--- config.mk ---
export PLATFORM = sky130hd
export DESIGN_NAME = uart_debugger
export DESIGN_NICKNAME = d
export VERILOG_FILES = /design/src/rtl/uart_debug_pkg.sv /design/src/rtl/uart_byte_tx.sv /design/src/rtl/uart_debugger.sv
export SDC_FILE = /design/constraint.sdc
export NUM_CORES = 1
export LEC_CHECK = 0
export CORE_ASPECT_RATIO = 1.75
export CORE_MARGIN = 1
export CORE_UTILIZATION = 45
export CTS_CLUSTER_DIAMETER = 100
export DETAILED_ROUTE_END_ITERATION = 8
export PLACE_DENSITY_LB_ADDON = 0.3
export SYNTH_ARGS = -nofsm -noshare
export SYNTH_HDL_FRONTEND = slang
export SYNTH_SLANG_ARGS = --single-unit
--- constraint.sdc ---
create_clock -name i_clk -period 5.93 [get_ports i_clk]
set_input_delay 1.4825 -clock i_clk [delete_from_list [all_inputs] [get_ports i_clk]]
set_output_delay 1.4825 -clock i_clk [all_outputs]
set_load 0.005 [all_outputs]
--- src/rtl/uart_debug_pkg.sv ---
// Shared definitions for the UART hex debug printer: ASCII constants,
// the sequencer state encoding and the nibble-to-ASCII conversion.
package uart_debug_pkg;

    localparam logic [7:0] ASCII_CR = 8'h0D;
    localparam logic [7:0] ASCII_LF = 8'h0A;

    // IDLE: line idle, waiting for a request
    // SEND: a character is on the wire
    // NEXT: first cycle after the next character has been launched
    typedef enum logic [1:0] {
        IDLE,
        SEND,
        NEXT
    } state_t;

    // 0-9 -> '0'-'9', 10-15 -> 'A'-'F' (uppercase)
    function automatic logic [7:0] hex_to_ascii(input logic [3:0] nibble);
        logic [7:0] ch;
        if (nibble < 4'd10) begin
            ch = 8'h30 + {4'h0, nibble};
        end else begin
            ch = 8'h37 + {4'h0, nibble};
        end
        return ch;
    endfunction

endpackage

--- src/rtl/uart_byte_tx.sv ---
// 8N1 serializer: start bit, 8 data bits LSB first, one stop bit.
// A new byte may be loaded in the last cycle of the stop bit (when o_done
// is high) so consecutive characters leave no gap on the line.
module uart_byte_tx #(
    parameter int CLKS_PER_BIT = 434
) (
    input  logic       i_clk,
    input  logic       i_reset,
    input  logic       i_start,
    input  logic [7:0] i_byte,
    output logic       o_tx,
    output logic       o_done
);

    localparam int              CNT_W    = (CLKS_PER_BIT > 1) ? $clog2(CLKS_PER_BIT) : 1;
    localparam logic [CNT_W-1:0] CNT_LAST = CNT_W'(CLKS_PER_BIT - 1);
    localparam logic [3:0]      STOP_IDX = 4'd9;

    logic             busy;
    logic [CNT_W-1:0] cnt;
    logic [3:0]       bit_idx;
    logic [8:0]       frame;
    logic             tx;
    logic             bit_end;
    logic             load;

    assign bit_end = (cnt == CNT_LAST);
    assign o_done  = busy && bit_end && (bit_idx == STOP_IDX);
    assign load    = i_start && (!busy || o_done);
    assign o_tx    = tx;

    // Bit timing and line driver; reset aborts any frame and idles the line
    always_ff @(posedge i_clk) begin
        if (i_reset) begin
            busy    <= 1'b0;
            cnt     <= '0;
            bit_idx <= '0;
            tx      <= 1'b1;
        end else if (load) begin
            busy    <= 1'b1;
            cnt     <= '0;
            bit_idx <= '0;
            tx      <= 1'b0;
        end else if (busy) begin
            if (bit_end) begin
                cnt <= '0;
                if (bit_idx == STOP_IDX) begin
                    busy <= 1'b0;
                    tx   <= 1'b1;
                end else begin
                    bit_idx <= bit_idx + 4'd1;
                    tx      <= frame[0];
                end
            end else begin
                cnt <= cnt + CNT_W'(1);
            end
        end
    end

    // Remaining bits to shift out: data LSB first, then the stop bit
    always_ff @(posedge i_clk) begin
        if (load) begin
            frame <= {1'b1, i_byte};
        end else if (busy && bit_end && (bit_idx != STOP_IDX)) begin
            frame <= {1'b1, frame[8:1]};
        end
    end

endmodule

--- src/rtl/uart_debugger.sv ---
// Prints a captured data word over UART as uppercase hex followed by CR LF.
// The first character is launched on the acceptance edge, and each following
// character is launched on the edge that ends the previous stop bit.
module uart_debugger #(
    parameter int DATA_BYTES  = 1,
    parameter int CLK_RATE_HZ = 50_000_000,
    parameter int BAUD_RATE   = 115_200
) (
    input  logic                    i_clk,
    input  logic                    i_reset,
    input  logic                    i_data_valid,
    input  logic [8*DATA_BYTES-1:0] i_data,
    output logic                    o_uart_tx
);

    import uart_debug_pkg::*;

    localparam int CLKS_PER_BIT = CLK_RATE_HZ / BAUD_RATE;
    localparam int DATA_W       = 8 * DATA_BYTES;
    localparam int NIBBLES      = 2 * DATA_BYTES;
    localparam int NUM_CHARS    = NIBBLES + 2;
    localparam int IDX_W        = $clog2(NUM_CHARS);
    localparam logic [IDX_W-1:0] IDX_LAST = IDX_W'(NUM_CHARS - 1);

    state_t            state;
    state_t            state_next;
    logic [DATA_W-1:0] shadow;
    logic [IDX_W-1:0]  idx;
    logic              accept;
    logic              advance;
    logic              start;
    logic [7:0]        tx_byte;
    logic              done;

    // Character at position pos: hex nibbles MS first, then CR, then LF
    function automatic logic [7:0] char_at(input logic [DATA_W-1:0] word,
                                           input logic [IDX_W-1:0]  pos);
        logic [3:0] nibble;
        logic [7:0] ch;
        nibble = '0;
        ch     = ASCII_LF;
        if (int'(pos) < NIBBLES) begin
            nibble = 4'(word >> (4 * (NIBBLES - 1 - int'(pos))));
            ch     = hex_to_ascii(nibble);
        end else if (int'(pos) == NIBBLES) begin
            ch = ASCII_CR;
        end
        return ch;
    endfunction

    // Sequencer state register
    always_ff @(posedge i_clk) begin
        if (i_reset) begin
            state <= IDLE;
        end else begin
            state <= state_next;
        end
    end

    // Character index: cleared on acceptance, stepped on each launch
    always_ff @(posedge i_clk) begin
        if (i_reset) begin
            idx <= '0;
        end else if (accept) begin
            idx <= '0;
        end else if (advance) begin
            idx <= idx + IDX_W'(1);
        end
    end

    // Shadow copy of the word being printed
    always_ff @(posedge i_clk) begin
        if (accept) begin
            shadow <= i_data;
        end
    end

    // Next state, character launch and character selection
    always_comb begin
        state_next = state;
        accept     = 1'b0;
        advance    = 1'b0;
        start      = 1'b0;
        tx_byte    = '0;
        case (state)
            IDLE: begin
                if (i_data_valid) begin
                    accept     = 1'b1;
                    start      = 1'b1;
                    tx_byte    = char_at(i_data, '0);
                    state_next = SEND;
                end
            end
            SEND: begin
                if (done) begin
                    if (idx == IDX_LAST) begin
                        state_next = IDLE;
                    end else begin
                        advance    = 1'b1;
                        start      = 1'b1;
                        tx_byte    = char_at(shadow, idx + IDX_W'(1));
                        state_next = NEXT;
                    end
                end
            end
            NEXT: begin
                state_next = SEND;
            end
            default: begin
                state_next = IDLE;
            end
        endcase
    end

    uart_byte_tx #(
        .CLKS_PER_BIT(CLKS_PER_BIT)
    ) u_byte_tx (
        .i_clk  (i_clk),
        .i_reset(i_reset),
        .i_start(start),
        .i_byte (tx_byte),
        .o_tx   (o_uart_tx),
        .o_done (done)
    );

endmodule

==> results of run 1 <==
synthesized netlist by cell type (2+ instances only):
master	count	area [µm²]
a211o_1	2	17.5
a21oi_1	8	40.0
buf_2	2	10.0
clkbuf_1	5	18.8
dfxtp_1	19	380
edfxtp_1	16	480
ha_1	6	75.1
inv_1	10	37.5
mux2_2	6	67.6
mux2i_1	4	40.0
nand2_1	9	33.8
nand2b_1	4	25.0
nand4_1	6	37.5
nor2_1	18	67.6
nor2b_1	4	25.0
nor3_1	11	55.1
nor3b_1	2	15.0
nor4bb_1	2	20.0
o21ai_0	10	50.1
o31ai_1	3	22.5
xnor2_1	5	43.8
xor2_1	6	52.6
how the worst max path moves through the flow:
stage | start | end | slack, ps
finish | i_data_valid | u_byte_tx.frame[6]$_DFFE_PP_ | 2720
global route | i_data_valid | u_byte_tx.frame[3]$_DFFE_PP_ | 2600
CTS | i_data_valid | u_byte_tx.frame[3]$_DFFE_PP_ | 2730
detailed placement | i_data_valid | u_byte_tx.frame[3]$_DFFE_PP_ | 2400
global placement | i_data_valid | u_byte_tx.frame[3]$_DFFE_PP_ | 2490
floorplan | i_data_valid | u_byte_tx.frame[3]$_DFFE_PP_ | 3140
logic make-up (layout without fill, tap and decap cells):
| kind of cell | count (synthesis) | in the layout | share of synthesized area |
|---|---|---|---|
| DFF | 35 | 35 | 0.465 |
| adders and majority gates | 6 | 6 | 0.0405 |
| and+or+nand+nor | 69 | 69 | 0.212 |
| muxes | 11 | 11 | 0.0642 |
| buffers and inverters | 18 | 29 | 0.0419 |
| AOI/OAI and AO/OA | 34 | 34 | 0.124 |
| xor gates and xnor gates | 11 | 11 | 0.0520 |
critical path, stage by stage:
cell and delay (ps):
clkdlybuf4s50_1 510, nand2_1 70, a21oi_1 140, and2_1 550, nand2b_1 410
per-layer routing:
metal,routed length (µm),vias up
li1,-,691
met1,1400,655
met2,2010,28
met3,93,14
met4,146,0
met5,0,-
final cells by class:
type | instances | area (µm²)
Fill cell | 361 | 1840
Inverter | 10 | 37.5
Multi-Input combinational cell | 131 | 913
Clock buffer | 7 | 76.3
Timing Repair Buffer | 11 | 110
Clock inverter | 1 | 5.00
Tap cell | 48 | 60.1
Sequential cell | 35 | 861
power groups by stage:
stage	Clock (mW)	Combinational [mW]	Sequential, mW
2_1_floorplan	0	0.0394	0.277
3_3_place_gp	0	0.0534	0.280
3_5_place_dp	0	0.0548	0.281
4_1_cts	0.170	0.0553	0.276
5_1_grt	0.179	0.0608	0.277
6_report	0.165	0.0549	0.276
sequential cells by signal, summed over array words and instances, names as in the netlist:
signal,count
u_byte_tx.busy,1
shadow,8
idx,2
u_byte_tx.cnt,9
u_byte_tx.o_tx,1
state,2
u_byte_tx.frame,8
u_byte_tx.bit_idx,4
==> flow_metrics.py, run 1 <==
metrics = {
    "outcome": {
        "status": "completed",
    },
    "synth": {
        "synth-async-reset-ratio": 0,
        "synth.yosys.seq_area_share": 0.465,
        "syn_area_um2": 1850,
        "synth_seq_cells": 35,
        "synth_flop_cell": "dfxtp_1",
        "syn_inst": 184,
        "synth_nets": 201,
        "yosysWarnings": 0,
        "synth_edf_count": 16,
        "synth_cell_types": 48,
        "syn_area_per_cell_um2": 10.1,
    },
    "finish": {
        "fin_area_um2": 2060,
        "drive_gt1_frac": 0.0872,
        "mostFrequentLayoutCell": "dfxtp_1",
        "n_antenna_cell": 0,
        "post-route-util": 0.529,
        "final_cell_count_no_fill": 243,
        "final_cell_mix": "19 x dfxtp_1, 18 x nor2_1, 16 x edfxtp_1",
        "fin_nets": 211,
        "syn2layout_area_growth_pct": 11.4,
    },
    "clocking": {
        "post_cts_buffers": 0,
        "cts_buffer_depth": 2,
        "cts_root_buffer": "clkbuf_8",
        "cts-buffers-inserted": 5,
        "cts_resized": 0,
        "postCtsHoldBufs": 0,
        "h-tree-depth": 2,
        "cts_tree": "done",
        "clk_pin_slew_ps": 70,
        "clkLatencyLatePin_ps": 290,
        "clkSinkCount": 35,
    },
    "route": {
        "ant_nets": 0,
        "num_vias": 1388,
        "dr.pass1.iters": 4,
        "drt-total-wl_um": 3660,
        "drc": 0,
        "initialDrtViolationCount": 27,
        "vias_per_cell": 5.71,
        "wl_per_cell_um": 15.0,
    },
    "floorplanning": {
        "ios": 12,
        "start_util": 0.474,
        "row_count": 30,
        "dieArea_um2": 4390,
        "die_w_um": 50.5,
        "die_y_um": 86.9,
        "coreArea_um2": 3900,
    },
    "placement": {
        "numPortBuffers": 11,
        "dp_cells": 235,
        "place_congestion": 0.871,
        "place_area_um2": 1980,
        "place_ws_ps": 2400,
        "hpwl_um": 2750,
    },
    "job": {
        "cap_violations": 0,
    },
    "power_and_ir_drop": {
        "clkPwrFrac": 0.333,
        "powerDensity_nw_per_um2": 240,
        "p_sw_uw": 120,
        "power_leakage_nw": 0.752,
        "pwr-share-comb": 0.111,
        "power.total_uw": 496,
        "power.internal_uw": 376,
        "power_frac_seq": 0.556,
        "swShare": 0.241,
        "ir_drop_uv": 162,
    },
    "global_route": {
        "use_met2": 0.348,
        "grt_use_met3": 0.0436,
        "grt_usage": 0.188,
        "use_met1": 0.177,
        "grt_pass1_wl_um": 6090,
        "grt_max_degree": 18,
        "busiest_layer": "met2",
        "grt_remaining_overflow": 0,
        "grt_pass1_vias": 1419,
        "grt_antenna_before_repair": 0,
    },
    "timing": {
        "holdWs_ps": 518,
        "max_freq_mhz": 312,
        "rsz0062_at_grt": "no",
        "finalSetupTns_ps": 0,
        "drv_slew": 0,
        "max_slew_margin": 0.398,
        "fin_crit_sh": 0.541,
        "timing.final.hold_violations": 0,
        "fin_worst_skew_ps": 3.66,
        "worst_slew_pin_slew_ps": 897,
        "setup_viol": 0,
        "finalCriticalPeriod_ps": 3210,
        "worst_slack_ps": 2720,
    },
    "min_path": {
        "min_to": "idx[1]$_SDFFE_PP0P_",
        "hold_depth": 2,
        "hold_path_class": "reg -> reg",
        "min_from": "idx[1]$_SDFFE_PP0P_",
    },
    "critical_path": {
        "crit_fanout": 17,
        "startpoint_type": "input pin",
        "regToRegSetupSlack_ps": 3320,
        "end_kind": "register",
        "timing.rr.end": "u_byte_tx.frame[6]$_DFFE_PP_",
        "critPathRequiredTime_ps": 5880,
        "cp_data_arrival_time_ps": 3160,
        "ff2ff_path_depth": 4,
        "reg2reg_from": "u_byte_tx.cnt[2]$_SDFFE_PP0P_",
        "critPathKind": "in -> reg",
    },
}
Power figures use the tool's default switching activity.
==> run 2: changes to the inputs <==
clock period = 3 ns   (was 5.93 ns; I/O delays follow)
==> flow_metrics.py, run 2 (same netlist as run 1, synthesis figures left out) <==
metrics = {
    "finish": {
        "mostFrequentLayoutCell": "dfxtp_1",
        "n_antenna_cell": 0,
        "drive_gt1_frac": 0.106,
        "final_cell_count_no_fill": 247,
        "reg_top3": "u_byte_tx.cnt x9, shadow x8, u_byte_tx.frame x8",
        "fin_nets": 215,
        "regMostFlops": "u_byte_tx.cnt",
        "syn2layout_area_growth_pct": 13.0,
        "largest_reg_flops": 9,
        "fill_cells": 354,
        "final_cell_mix": "19 x dfxtp_1, 18 x nor2_1, 16 x edfxtp_1",
    },
    "clocking": {
        "clkSinkCount": 35,
        "cts_buffer_depth": 2,
        "clkLatencyLatePin_ps": 280,
        "clk_pin_slew_ps": 70,
        "h-tree-depth": 2,
        "postCtsHoldBufs": 0,
        "post_cts_buffers": 0,
        "cts_resized": 0,
        "cts-buffers-inserted": 5,
        "cts_tree": "done",
        "cts_root_buffer": "clkbuf_8",
    },
    "critical_path": {
        "cp_top_family": "simple AND/OR/NAND/NOR gates",
        "critPathRequiredTime_ps": 3040,
        "critPathBufInv": 1,
        "cp_data_arrival_time_ps": 2460,
        "reg2reg_from": "u_byte_tx.cnt[2]$_SDFFE_PP0P_",
        "ff2ff_path_depth": 5,
        "crit_chain": "or4b_4 > o31ai_1 > and2_1 > buf_4 > mux2_2",
        "crit_slowest_cell": "or4b_4",
        "startpoint_type": "register",
        "end_kind": "register",
        "regToRegSetupSlack_ps": 580,
        "cpPeakStageDelay_ps": 580,
        "critPathKind": "reg -> reg",
        "timing.rr.end": "u_byte_tx.frame[6]$_DFFE_PP_",
        "crit_fanout": 9,
    },
    "timing": {
        "worst_slew_pin_slew_ps": 502,
        "finalCriticalPeriod_ps": 2420,
        "max_freq_mhz": 413,
        "rsz0062_at_grt": "no",
        "timing.final.hold_violations": 0,
        "max_slew_margin": 0.664,
        "fin_worst_skew_ps": 7.87,
        "setup_viol": 0,
        "finalSetupTns_ps": 0,
        "holdWs_ps": 516,
        "drv_slew": 0,
        "fin_crit_sh": 0.807,
    },
    "floorplanning": {
        "ios": 12,
        "die_w_um": 50.5,
        "die_y_um": 86.9,
        "coreArea_um2": 3900,
        "start_util": 0.474,
        "row_count": 30,
        "dieArea_um2": 4390,
    },
    "power_and_ir_drop": {
        "power.internal_uw": 745,
        "clkPwrFrac": 0.325,
        "powerDensity_nw_per_um2": 467,
        "pwr-share-comb": 0.118,
        "swShare": 0.238,
        "power_leakage_nw": 0.773,
        "ir_drop_uv": 309,
        "p_sw_uw": 233,
        "power_frac_seq": 0.558,
    },
    "global_route": {
        "grt_usage": 0.193,
        "grt_antenna_before_repair": 0,
        "grt_pass1_wl_um": 6290,
        "grt_remaining_overflow": 0,
        "grt_max_degree": 15,
        "grt_pass1_vias": 1426,
    },
    "job": {
        "cap_violations": 0,
    },
    "outcome": {
        "status": "completed",
    },
    "placement": {
        "dp_cells": 239,
        "hpwl_um": 2920,
        "numPortBuffers": 11,
        "place_congestion": 0.906,
    },
    "route": {
        "drt-total-wl_um": 3860,
        "drc": 0,
        "ant_nets": 0,
        "wl_per_cell_um": 15.6,
        "dr.pass1.iters": 4,
        "vias_per_cell": 5.73,
        "initialDrtViolationCount": 60,
        "num_vias": 1416,
    },
    "min_path": {
        "min_from": "idx[1]$_SDFFE_PP0P_",
        "min_to": "idx[1]$_SDFFE_PP0P_",
        "hold_depth": 2,
        "hold_path_class": "reg -> reg",
    },
}
## run 2: cell types whose count changed in the layout (fill, tap and decap cells not counted)
cell,change
clkinv_1,+1
buf_4,+4
clkbuf_1,-1
## run 2: power groups by stage
stage	combinational [mW]	sequential, mW	clock [mW]
6_report	0.115	0.545	0.317
5_1_grt	0.127	0.547	0.345
4_1_cts	0.115	0.546	0.324
3_5_place_dp	0.115	0.556	0
3_3_place_gp	0.110	0.554	0
2_1_floorplan	0.0779	0.548	0
## run 2: worst max path at each step
stage	startpoint	to	slack [ps]	cells past startpoint
after floorplan	u_byte_tx.cnt[2]$_SDFFE_PP0P_	u_byte_tx.frame[0]$_DFFE_PP_	730	6
after global placement	i_data_valid	u_byte_tx.frame[3]$_DFFE_PP_	430	6
after detailed placement	i_data_valid	u_byte_tx.cnt[3]$_SDFFE_PP0P_	380	5
after CTS	u_byte_tx.cnt[2]$_SDFFE_PP0P_	u_byte_tx.frame[2]$_DFFE_PP_	590	5
after global routing	u_byte_tx.cnt[2]$_SDFFE_PP0P_	u_byte_tx.frame[6]$_DFFE_PP_	470	5
final	u_byte_tx.cnt[2]$_SDFFE_PP0P_	u_byte_tx.frame[6]$_DFFE_PP_	580	5
## run 2: per-layer routing
layer  GRT usage  share of wire  vias to the layer above
met1       0.198           0.39                      687
met3      0.0366          0.031                        7
met5           0              0                        -
li1            -              -                      696
met4      0.0808          0.015                        0
met2       0.368           0.56                       26
## run 2: worst min-delay path, stage by stage (launching register included)
cell and delay [ps]:
dfxtp_1 310, nor2b_1 110, nor4_1 50
## run 2: final cells by class
cell class                      count  area [µm²]  area share
Multi-Input combinational cell    131         913       0.436
Timing Repair Buffer               15         140      0.0669
Tap cell                           48        60.1      0.0287
Sequential cell                    35         861       0.411
Clock buffer                        6        72.6      0.0347
Inverter                           10        37.5      0.0179
Clock inverter                      2        8.76     0.00418
## run 2: metrics by stage
| step | setup slack [ps] | power (mW) | area (µm²) | utilization |
|---|---|---|---|---|
| after detailed placement | 377 | 0.671 | 2010 | 0.515 |
| after global routing | 475 | 1.02 | 2090 | 0.536 |
| after global placement | 434 | 0.665 | 2010 | 0.515 |
| after floorplan | 734 | 0.626 | 1850 | - |
| after CTS | 593 | 0.985 | 2090 | 0.536 |
| final | 580 | 0.978 | 2090 | 0.536 |
